==> src/rtl/result_drain.sv <==
// result_drain: consumer end of the multiplier's result FIFO.
// Pops N*M dot-product results in row-major order, saturates each to OUT_WIDTH,
// and writes them through a valid/ready port at address row*M+col.
//
// Ports:
//   clk_i, rst_i       clock (rising edge), asynchronous active-high reset
//   start_i            begin a drain pass (only honoured in IDLE or DONE)
//   fifo_empty_i       result FIFO empty
//   fifo_head_i        show-ahead FIFO head, valid whenever fifo_empty_i=0
//   pop_fifo_o         combinational pop strobe, removes head at this edge
//   wr_valid_o/wr_ready_i   write handshake
//   wr_addr_o, wr_row_o, wr_col_o, wr_data_o   held output entry
//   busy_o             high while draining
//   done_o             high after last write accepted, until next start
//   sat_count_o        saturated results this pass, sticks at all-ones
module result_drain #(
    parameter int unsigned N           = 8,
    parameter int unsigned M           = 10,
    parameter int unsigned ACCUM_WIDTH = 33,
    parameter int unsigned OUT_WIDTH   = 32,
    parameter int unsigned CNT_WIDTH   = 8,
    localparam int unsigned ADDR_WIDTH = (N * M > 1) ? $clog2(N * M) : 1,
    localparam int unsigned ROW_WIDTH  = (N > 1) ? $clog2(N) : 1,
    localparam int unsigned COL_WIDTH  = (M > 1) ? $clog2(M) : 1
) (
    input  logic                   clk_i,
    input  logic                   rst_i,
    input  logic                   start_i,
    input  logic                   fifo_empty_i,
    input  logic [ACCUM_WIDTH-1:0] fifo_head_i,
    output logic                   pop_fifo_o,
    output logic                   wr_valid_o,
    input  logic                   wr_ready_i,
    output logic [ADDR_WIDTH-1:0]  wr_addr_o,
    output logic [OUT_WIDTH-1:0]   wr_data_o,
    output logic [ROW_WIDTH-1:0]   wr_row_o,
    output logic [COL_WIDTH-1:0]   wr_col_o,
    output logic                   busy_o,
    output logic                   done_o,
    output logic [CNT_WIDTH-1:0]   sat_count_o
);

    localparam logic [1:0] ST_IDLE = 2'd0;
    localparam logic [1:0] ST_RUN  = 2'd1;
    localparam logic [1:0] ST_DONE = 2'd2;

    localparam int unsigned TOTAL     = N * M;
    // One extra bit of headroom so the pop index can reach TOTAL itself.
    localparam int unsigned IDX_WIDTH = $clog2(TOTAL + 1);

    logic [1:0]            state_q, state_d;
    logic [IDX_WIDTH-1:0]  pop_idx_q;
    logic [ROW_WIDTH-1:0]  pop_row_q;
    logic [COL_WIDTH-1:0]  pop_col_q;
    logic                  wr_valid_q;
    logic [ADDR_WIDTH-1:0] wr_addr_q;
    logic [OUT_WIDTH-1:0]  wr_data_q;
    logic [ROW_WIDTH-1:0]  wr_row_q;
    logic [COL_WIDTH-1:0]  wr_col_q;
    logic                  done_q;
    logic [CNT_WIDTH-1:0]  sat_cnt_q;

    logic [OUT_WIDTH-1:0]  sat_data;
    logic                  sat_hit;
    logic                  pop;
    logic                  accept;
    logic                  last_accept;
    logic                  start_go;

    // Saturation: a narrower output clips when the bits above the output sign bit
    // are not all copies of it; otherwise the value is plainly sign-extended.
    if (OUT_WIDTH >= ACCUM_WIDTH) begin : g_ext
        assign sat_data = OUT_WIDTH'($signed(fifo_head_i));
        assign sat_hit  = 1'b0;
    end else begin : g_sat
        logic [ACCUM_WIDTH-OUT_WIDTH:0] top;
        logic                           in_range;
        assign top      = fifo_head_i[ACCUM_WIDTH-1:OUT_WIDTH-1];
        assign in_range = (&top) | ~(|top);
        assign sat_hit  = ~in_range;
        always_comb begin
            sat_data = fifo_head_i[OUT_WIDTH-1:0];
            if (!in_range) begin
                sat_data = fifo_head_i[ACCUM_WIDTH-1] ? {1'b1, {(OUT_WIDTH-1){1'b0}}}
                                                      : {1'b0, {(OUT_WIDTH-1){1'b1}}};
            end
        end
    end

    assign start_go    = start_i && ((state_q == ST_IDLE) || (state_q == ST_DONE));
    assign accept      = wr_valid_q && wr_ready_i;
    assign last_accept = accept && (wr_addr_q == ADDR_WIDTH'(TOTAL - 1));
    assign pop         = (state_q == ST_RUN) && !fifo_empty_i &&
                         (pop_idx_q < IDX_WIDTH'(TOTAL)) && (!wr_valid_q || wr_ready_i);

    always_comb begin
        state_d = state_q;
        case (state_q)
            ST_IDLE: if (start_i) state_d = ST_RUN;
            ST_RUN:  if (last_accept) state_d = ST_DONE;
            ST_DONE: if (start_i) state_d = ST_RUN;
            default: state_d = ST_IDLE;
        endcase
    end

    always_ff @(posedge clk_i or posedge rst_i) begin
        if (rst_i) begin
            state_q    <= ST_IDLE;
            pop_idx_q  <= '0;
            pop_row_q  <= '0;
            pop_col_q  <= '0;
            wr_valid_q <= 1'b0;
            wr_addr_q  <= '0;
            wr_data_q  <= '0;
            wr_row_q   <= '0;
            wr_col_q   <= '0;
            done_q     <= 1'b0;
            sat_cnt_q  <= '0;
        end else begin
            state_q <= state_d;
            if (start_go) begin
                pop_idx_q <= '0;
                pop_row_q <= '0;
                pop_col_q <= '0;
                sat_cnt_q <= '0;
                done_q    <= 1'b0;
            end
            if (last_accept) begin
                done_q <= 1'b1;
            end
            // A pop reloads the single output register; this also covers the
            // accept-and-pop case, so wr_valid stays high with no bubble.
            if (pop) begin
                wr_valid_q <= 1'b1;
                wr_data_q  <= sat_data;
                wr_addr_q  <= ADDR_WIDTH'(pop_idx_q);
                wr_row_q   <= pop_row_q;
                wr_col_q   <= pop_col_q;
                pop_idx_q  <= pop_idx_q + 1'b1;
                if (pop_col_q == COL_WIDTH'(M - 1)) begin
                    pop_col_q <= '0;
                    pop_row_q <= pop_row_q + 1'b1;
                end else begin
                    pop_col_q <= pop_col_q + 1'b1;
                end
                if (sat_hit && !(&sat_cnt_q)) begin
                    sat_cnt_q <= sat_cnt_q + 1'b1;
                end
            end else if (accept) begin
                wr_valid_q <= 1'b0;
            end
        end
    end

    assign pop_fifo_o  = pop;
    assign wr_valid_o  = wr_valid_q;
    assign wr_addr_o   = wr_addr_q;
    assign wr_data_o   = wr_data_q;
    assign wr_row_o    = wr_row_q;
    assign wr_col_o    = wr_col_q;
    assign busy_o      = (state_q == ST_RUN);
    assign done_o      = done_q;
    assign sat_count_o = sat_cnt_q;

endmodule
==> config.mk <==
export PLATFORM = sky130hd
export DESIGN_NAME = result_drain
export DESIGN_NICKNAME = d
export VERILOG_FILES = /design/src/rtl/result_drain.sv
export SDC_FILE = /design/constraint.sdc
export NUM_CORES = 1
export LEC_CHECK = 0
export ABC_CLOCK_PERIOD_IN_PS = 2600
export BUFFER_PORTS_ARGS = -buffer_cell sky130_fd_sc_hd__buf_4
export CAP_MARGIN = 20
export CORE_UTILIZATION = 51
export CTS_CLUSTER_DIAMETER = 120
export DETAILED_ROUTE_END_ITERATION = 16
export PLACE_DENSITY = 0.8
export SLEW_MARGIN = 10
export SYNTH_ARGS = -nofsm -noshare
export SYNTH_HDL_FRONTEND = slang
export SYNTH_SLANG_ARGS = --single-unit
export TNS_END_PERCENT = 50
==> constraint.sdc <==
create_clock -name clk_i -period 2.6 [get_ports clk_i]
set_clock_uncertainty 0.1 [all_clocks]
set_input_delay 0.13 -clock clk_i [delete_from_list [all_inputs] [get_ports clk_i]]
set_output_delay 0.13 -clock clk_i [all_outputs]
set_load 0.02 [all_outputs]
==> results.md <==
* Gp weighted congestion at 0.785
* Synth cell count leaders: nand2_1 (83), dfrtp_1 (72), o21ai_1 (33)
* Antenna violation net count after detailed routing at 0
* Crit path buffers/inverters at 2
* Critical path arrival at 2050 ps
* First-pass GRT wire length at 13,500 um
* Overflow left after global routing at 0
* Bufs on Longest Clock Path at 2
* Max transition margin at 57.4%
* Via-to-Cell Ratio at 5.48
* Number of fill cells at 421
* Layout net count at 504
* Clock H-tree levels at 3
* Num Clock Sinks at 72
* Post-Syn Area at 0.00326 sq mm
* Maximum fanout encountered on the critical timing path at 26
* Type of the most critical hold path: in2reg
* Most frequently used cell type in the post-synthesis netlist: nand2_1
* Power per Cell Area at 805 mW/mm^2
* WL per Instance at 15.8 um
* Dpl hpwl at 5100 um
* DIE AREA at 0.00671 sq mm
* Wirelength, routed at 8510 um
* Slew at the pin with the worst max-slew slack at 638 ps
* Sequence of cells on the critical path: or3b_1 > or3_4 > inv_6 > buf_4
* CP max-delay cell: or3_4
* Via count of the first global-routing pass at 2,954
* Total of endpoints with negative setup slack in the final report at 0
* Final TNS setup at 0 ps
* EDFF count, synth at 0
* Clock network latency to the later pin of the worst-skew pair at 350 ps
* Highest clock frequency the design can meet at 0.438 GHz
* First-pass DRT Iterations at 4
* Critical path startpoint category: register
* DRC violations left at 0
* Library cells used by synthesis at 46
* Delay-heaviest family, CP: simple AND/OR/NAND/NOR gates
* Result of the run: finished, final reports clean
* Number of placed I/O pins at 96
* Final hold violation count at 0
* Worst stage delay on the critical path at 500 ps
* Final critical-path share of the clock period at 87.9%
* Area added between synthesis and finish at 41.9%
* Clock transition at the registers of the reported paths at 70 ps
* Combined global-route utilization of all metal layers at 27.3%
* Kind of end point of the critical path: output port
* Proportion of synthesized flip-flops having asynchronous set or reset at 100%
* Starting utilization of the core area at 54.1%
* Leak pwr at 2.27 nW
* TritonCTS clock tree: done
* Initial antenna violation count at 1
* Number of cell rows at 28
* Worst slack after detailed placement at 363 ps
* Maxcap violations at 0
* Ratio of cells with drive above 1 in the final layout at 27.0%
* CORE AREA at 0.00603 sq mm
* Chip width at 81.9 um
* Maximum VDD drop at 0.000445 V
* Worst Path Required at 2370 ps
* Sequential cell area fraction in the yosys report at 55.3%
* Type of the worst setup path: reg2out
* Iter 0 DRT Violations at 187
* Cells after synthesis at 336
* Setup Buffers After CTS at 0
* CTS root buffer: clkbuf_8
* Post-synth top area cell: dfrtp_1
* Die span in y at 81.9 um
* Mapped Avg Cell Area at 9.70 sq um
* Syn_nets at 381
* Setup repair after global routing missed its margin: no
* Maximum number of pins on one net before global-route repair at 65
* Buffers added on ports at 95
* Register bit total from synthesis at 72
* Primary flip-flop cell chosen by synthesis mapping: dfrtp_1
* Max-slew violations at 0
* Via count at 2,952
* Synth top area cells: dfrtp_1 (55%), nand2_1 (9.6%), o21ai_1 (5.1%), a21oi_1 (4.8%), ha_1 (2.7%)
* Setup WS post-layout at 315 ps
* Top cell type's share of synthesized area at 55.3%
* Final min period at 2280 ps
* TritonCTS Buffers at 9
* Yosys Warn Count at 0
==> sequential cells by signal (all words and copies together), names as in the netlist <==
register	flops
wr_data_o	32
sat_count_o	8
pop_idx_q	7
wr_addr_o	7
pop_col_q	4
wr_col_o	4
pop_row_q	3
wr_row_o	3
state_q	2
done_o	1
wr_valid_o	1
==> worst register-to-register path: stages, from the launching register on <==
cell	delay [ps]
dfrtp_1	400
or3b_1	430
or3_4	500
inv_6	200
a21oi_2	150
a221o_1	380
==> metrics by stage <==
step | std cells | cell area (sq um) | utilization [%] | hold WS (ps) | total power [mW]
floorplan | 336 | 3260 | - | 213 | 2.07
global placement | 491 | 4040 | 67.0 | 158 | 2.47
detailed placement | 491 | 4040 | 67.0 | 170 | 2.49
CTS | 538 | 4620 | 76.7 | 21.5 | 3.71
global route | 539 | 4630 | 76.8 | 32.4 | 3.90
finish | 539 | 4630 | 76.8 | 23.3 | 3.72
==> power breakdown <==
| part | internal, mW | switching, mW |
|---|---|---|
| Clock | 0.757 | 0.426 |
| Combinational | 0.453 | 0.557 |
| Sequential | 1.33 | 0.200 |
==> layout by cell type (no fill, tap or decap), types with 3 or more instances in the layout <==
| master | n |
|---|---|
| dfrtp_1 | 72 |
| o21ai_0 | 9 |
| dlygate4sd3_1 | 32 |
| nor4_1 | 3 |
| mux2i_1 | 5 |
| nand2_1 | 83 |
| o21ai_1 | 33 |
| a221o_1 | 6 |
| nor2b_1 | 3 |
| nor3_1 | 3 |
| bufinv_16 | 4 |
| ha_1 | 7 |
| a21oi_1 | 31 |
| and2_1 | 3 |
| clkbuf_8 | 10 |
| buf_4 | 99 |
| nand3_1 | 11 |
| a21o_1 | 3 |
| inv_1 | 4 |
==> final timing paths <==
check	start	endpoint	slack [ps]	cells after the start
max	state_q[0]	pop_fifo_o	320	4
max in group asynchronous	rst_i	pop_row_q[1]	1420	4
max reg2reg	state_q[0]	sat_count_o[7]	330	5
min in group asynchronous	rst_i	wr_data_o[7]	330	3
min reg2reg	done_o	done_o	380	1
min	start_i	state_q[1]	20	3
==> repair_timing <==
item / 4_1_cts / 5_1_grt
endpoints found under the hold margin: 60 / 0
resized for setup: 0 / 0
hold buffers: 32 / 0
==> metal layers <==
metal	wire length [um]	track usage, %
met4	361	16.8
met2	4290	44.7
met1	3420	32.8
met3	436	5.56
met5	0	0
==> cell type report <==
type / instances / area [sq um] / area share [%]
Clock buffer: 10 / 138 / 2.98
Multi-Input combinational cell: 237 / 1330 / 28.8
Inverter: 6 / 27.5 / 0.595
Timing Repair Buffer: 133 / 1100 / 23.9
Antenna cell: 1 / 2.50 / 0.0541
Sequential cell: 72 / 1800 / 39.0
Tap cell: 75 / 93.8 / 2.03
Clock inverter: 5 / 129 / 2.79
==> kinds of logic after synthesis <==
logic type | share of synthesized area [%]
AOI/OAI and AO/OA | 18.2
and+or+nand+nor | 18.0
muxes | 1.88
DFF | 55.3
buffers and inverters | 3.99
adders and majority gates | 2.69
(Power assumes the default switching activity.)
